`config.mk`:
```
export PLATFORM = sky130hd
export DESIGN_NAME = lockout_timer
export DESIGN_NICKNAME = d
export VERILOG_FILES = /design/src/rtl/code_checker_lockout_timer.sv
export SDC_FILE = /design/constraint.sdc
export NUM_CORES = 1
export LEC_CHECK = 0
export CORE_MARGIN = 2
export CORE_UTILIZATION = 45
export DETAILED_ROUTE_END_ITERATION = 7
export PLACE_DENSITY_LB_ADDON = 0.3
export SYNTH_ARGS = -nofsm -noshare
export SYNTH_HDL_FRONTEND = slang
export SYNTH_SLANG_ARGS = --single-unit
```
`constraint.sdc`:
```
create_clock -name clk -period 5.65 [get_ports clk]
set_input_delay 0.8475 -clock clk [delete_from_list [all_inputs] [get_ports clk]]
set_output_delay 0.8475 -clock clk [all_outputs]
set_load 0.005 [all_outputs]
```
`src/rtl/code_checker_lockout_timer.sv`:
```
// Down-counter for the lockout window: load sets it to CYCLES, it counts to 0,
// and expire flags the last counted cycle (count == 1).
module lockout_timer #(
  parameter int CYCLES = 1000
) (
  input  logic clk,
  input  logic rst,
  input  logic load,
  output logic expire
);
  localparam int W = $clog2(CYCLES + 1);

  logic [W-1:0] count;

  // Load wins over counting; idle at zero.
  always_ff @(posedge clk or posedge rst) begin
    if (rst)              count <= '0;
    else if (load)        count <= W'(CYCLES);
    else if (count != '0) count <= count - W'(1);
  end

  assign expire = (count == W'(1));
endmodule

```
* Yosys cells after proc, flatten, opt, wreduce, memory -nomap -nowiden
Cells that the tools add are included.
Cells by class: reduce and logical (&&, ||, !) cells 2, add/subtract/negate cells 1, equal/unequal tests 1, multiplexer cells 2
Operators with widths (number):
- 10-bit two-way mux | 2
- 10-bit by 1-bit equality test with 1-bit output, second input constant | 1
- 10-bit nonzero test | 1
- 10-bit by 1-bit subtractor with 10-bit output, second input constant | 1
- 2-bit nonzero test | 1
Word-level totals: output and inout bits 1, logic and storage cells 7, flip-flop bits (word level) 10, input port bits 3

* Longest topological paths before layout
depth in word-level cells 3, gate-level depth with buffers 6, depth with buffers taken out 5

* Worst setup path before layout
Ideal clock, no wire load.
path kind flip-flop to output port, start reg count[4], end out expire, path buffers 1, stages on the path, launching flop included 4, arrival time 1290 ps, slack 3512 ps, data required time 4803 ps, cell sequence dfrtp_1 -> or4_1 -> buf_2 -> nor3_1
On the way: longest elaborated chain between the ends 1
RTL lines:
- start: declaration | RTL line 13 | logic [W-1:0] count;
- start signal: assignment | RTL line 18 | else if (load) count <= W'(CYCLES);
- start signal: assignment | RTL line 19 | else if (count != '0) count <= count - W'(1);
- 10-bit by 1-bit equality test with 1-bit output | RTL line 22 | assign expire = (count == W'(1));
- end: declaration | RTL line 9 | output logic expire
Every way passes these cells.

* Final worst setup path
Same ends and word-level chain as after synthesis.

==> flow_summary.ini <==
[status]
status = finished, final reports clean

[sta]
tns_ps = 0
tightestPinTransition_ps = 544
maxSlewViolCount = 0
period_share_pct = 52.6
setup-violations-final = 0
fmax_ghz = 0.336
rsz0062_at_grt = no
fin_crit_ps = 2970
skew_ps = 0.754
finalHoldViolations = 0
relSlewSlack_pct = 63.4

[pwr]
p_leak_nw = 0.223
power_density_nw_per_um2 = 258
p_sw_mw = 0.0472
clkPwrFrac_pct = 38.3
p_seq_share_pct = 48.2
ir_worst_vdd_v = 0.000150
combPwrFrac_pct = 13.6
internal_power_mw = 0.127
switching_share_pct = 27.1

[global_routing]
antenna_found_initial = 0
grtUsageTotal_pct = 18.5
grt_overflow_total = 0
grt_pass1_vias = 448
grt_max_degree = 14
grt_pass1_wl_um = 1990

[floorplan]
start_util_pct = 47.0
dieArea_sq_um = 1650
die_width_um = 40.6
core-area_sq_um = 1280
die-height_um = 40.6
num_rows = 13
io_pins = 4

[drt]
totalWireLength_um = 1220
wl_per_cell_um = 14.5
drc_errors = 0
vias = 503
drtPass1Iterations = 5
drt_iter0_markers = 5
viasPerCell = 5.99
ant_nets = 0

[place]
postPlaceCellArea_sq_um = 639
dp_hpwl_um = 856
port_buffers = 3
place_congestion = 0.819

[setup_path]
worstSetupStartpointType = register
max_stage_delay_ps = 670
r2r_slack_ps = 3580
reg2regPathDepth = 5
crit_path_end_kind = output pin
worstPathCellList = or4_1, nor3_1, clkdlybuf4s50_1
slowest_stage = or4_1
worstPathArrival_ps = 2130
worstPathRequired_ps = 4800
crit_type = reg -> out
cp_max_fo = 7

[final_layout]
top_register = count
antennaDiodeCount = 0
reg_top3 = count (10)
fillCellCount = 125
regArea_sq_um = 250
fin_nets = 75
syn_to_final_growth_pct = 11.8
layout_commonest_cell = dfrtp_1
final_area_sq_um = 676
final_cell_mix = dfrtp_1 (10), nor2_1 (7), inv_1 (4), nor3_1 (4)
largest_reg_flops = 10
drive_above_1_share_pct = 8.70
multiInputGateArea_sq_um = 325

[synth]
post-synth-top-area-fraction_pct = 41.4
ys_warn_count = 0
synth_mux_area_share_pct = 4.97
synth_area_per_cell_sq_um = 9.30
synth_area_leaders = dfrtp_1 (41%), mux2i_1 (5.0%), nor2_1 (4.3%), ha_1 (4.1%), or4_1 (3.7%)
syn_inst = 65
synthSimpleGateAreaFrac_pct = 30.8
synth_compound_area_share_pct = 13.9
synth-xor-area-share_pct = 0
synth-seq-area-share_pct = 41.4
synth_seq_cells = 10
synth_largest_area_cell = dfrtp_1
synthAdderAreaFrac_pct = 4.14
synth_top_family_by_area = simple AND/OR/NAND/NOR gates
synthDistinctLibCells = 29
netlist_area_sq_um = 604
syn_nets = 70

[clock_tree]
htree_levels = 1
clock_path_buffers = 2
cts_made_buffers = 3
cts.clk_slew.worst_paths_ps = 70
postCtsSetupBuffers = 0
cts_hold_buf = 0
clock_sinks = 10
worstSkewPairLatency_ps = 270
cts_root_buf = clkbuf_4
cts.repair.resized = 0
tritoncts = done

[min_path]
hold_path_depth = 2
hp-class = reg -> reg

[run]
cap_viol_max_count = 0
## cells in the mapped netlist, drive strengths merged
cell type	count
dfrtp	10
nor2	7
inv	4
nor3	4
a21oi	3
mux2i	3
nor4	3
or4	3
clkbuf	2
ha	2
nand2	2
nand3b	2
nor2b	2
nor3b	2
o21ai	2
o31a	2
or3	2
a2111oi	1
a211o	1
a211oi	1
a31oi	1
buf	1
nand2b	1
nand4b	1
o311ai	1
or2	1
or3b	1
## worst max-delay path: cells and delay by family (launching register included)
| family | cells | cell delay, ps |
|---|---|---|
| and+or+nand+nor | 2 | 890 |
| buffers and inverters | 1 | 520 |
| DFF | 1 | 440 |
## layer usage
| layer | vias to the layer above | share of wire, % | GRT usage (%) |
|---|---|---|---|
| met3 | 6 | 4.8 | 4.89 |
| met5 | - | 0 | 0 |
| met2 | 16 | 46 | 28.2 |
| met4 | 0 | 1.9 | 7.50 |
| met1 | 230 | 47 | 24.7 |
| li1 | 251 | - | - |
## power groups by stage
stage | combinational (mW) | sequential, mW | clock, mW
6_report | 0.0236 | 0.0839 | 0.0667
5_1_grt | 0.0270 | 0.0848 | 0.0706
4_1_cts | 0.0238 | 0.0835 | 0.0662
3_5_place_dp | 0.0236 | 0.0847 | 0
3_3_place_gp | 0.0230 | 0.0844 | 0
2_1_floorplan | 0.0190 | 0.0828 | 0
## final cells by class
| cell class | instances | area share (%) |
|---|---|---|
| multi-input combinational | 48 | 48.1 |
| sequential | 10 | 37.0 |
| clock buffer | 4 | 5.37 |
| timing repair buffer | 3 | 4.44 |
| tap | 15 | 2.78 |
| inverter | 4 | 2.22 |
## kinds of logic after synthesis
| logic type | Yosys count |
|---|---|
| buf+inv | 7 |
| fa+ha+maj | 2 |
| simple gates | 31 |
| mux | 3 |
| flops | 10 |
| compound gates | 12 |
## worst paths after layout
check,to,startpoint
setup / recovery,expire,count[4]$_DFFE_PP0P_
hold / removal,count[7]$_DFFE_PP0P_,count[7]$_DFFE_PP0P_
setup reg to reg,count[6]$_DFFE_PP0P_,count[0]$_DFFE_PP0P_
hold reg to reg,count[7]$_DFFE_PP0P_,count[7]$_DFFE_PP0P_
max in group asynchronous,count[1]$_DFFE_PP0P_,rst
min in group asynchronous,count[7]$_DFFE_PP0P_,rst
## stage by stage
step / hold WS (ps) / cells / utilization, % / power [mW] / setup slack (ps)
after floorplan: 540 / 65 / - / 0.102 / 3510
after global placement: 583 / 80 / 49.8 / 0.107 / 2990
after detailed placement: 590 / 80 / 49.8 / 0.108 / 2960
after CTS: 610 / 84 / 52.6 / 0.173 / 2670
after global routing: 656 / 84 / 52.6 / 0.182 / 2590
final: 606 / 84 / 52.6 / 0.174 / 2680
Note: power is estimated with default switching activity, not from simulation.
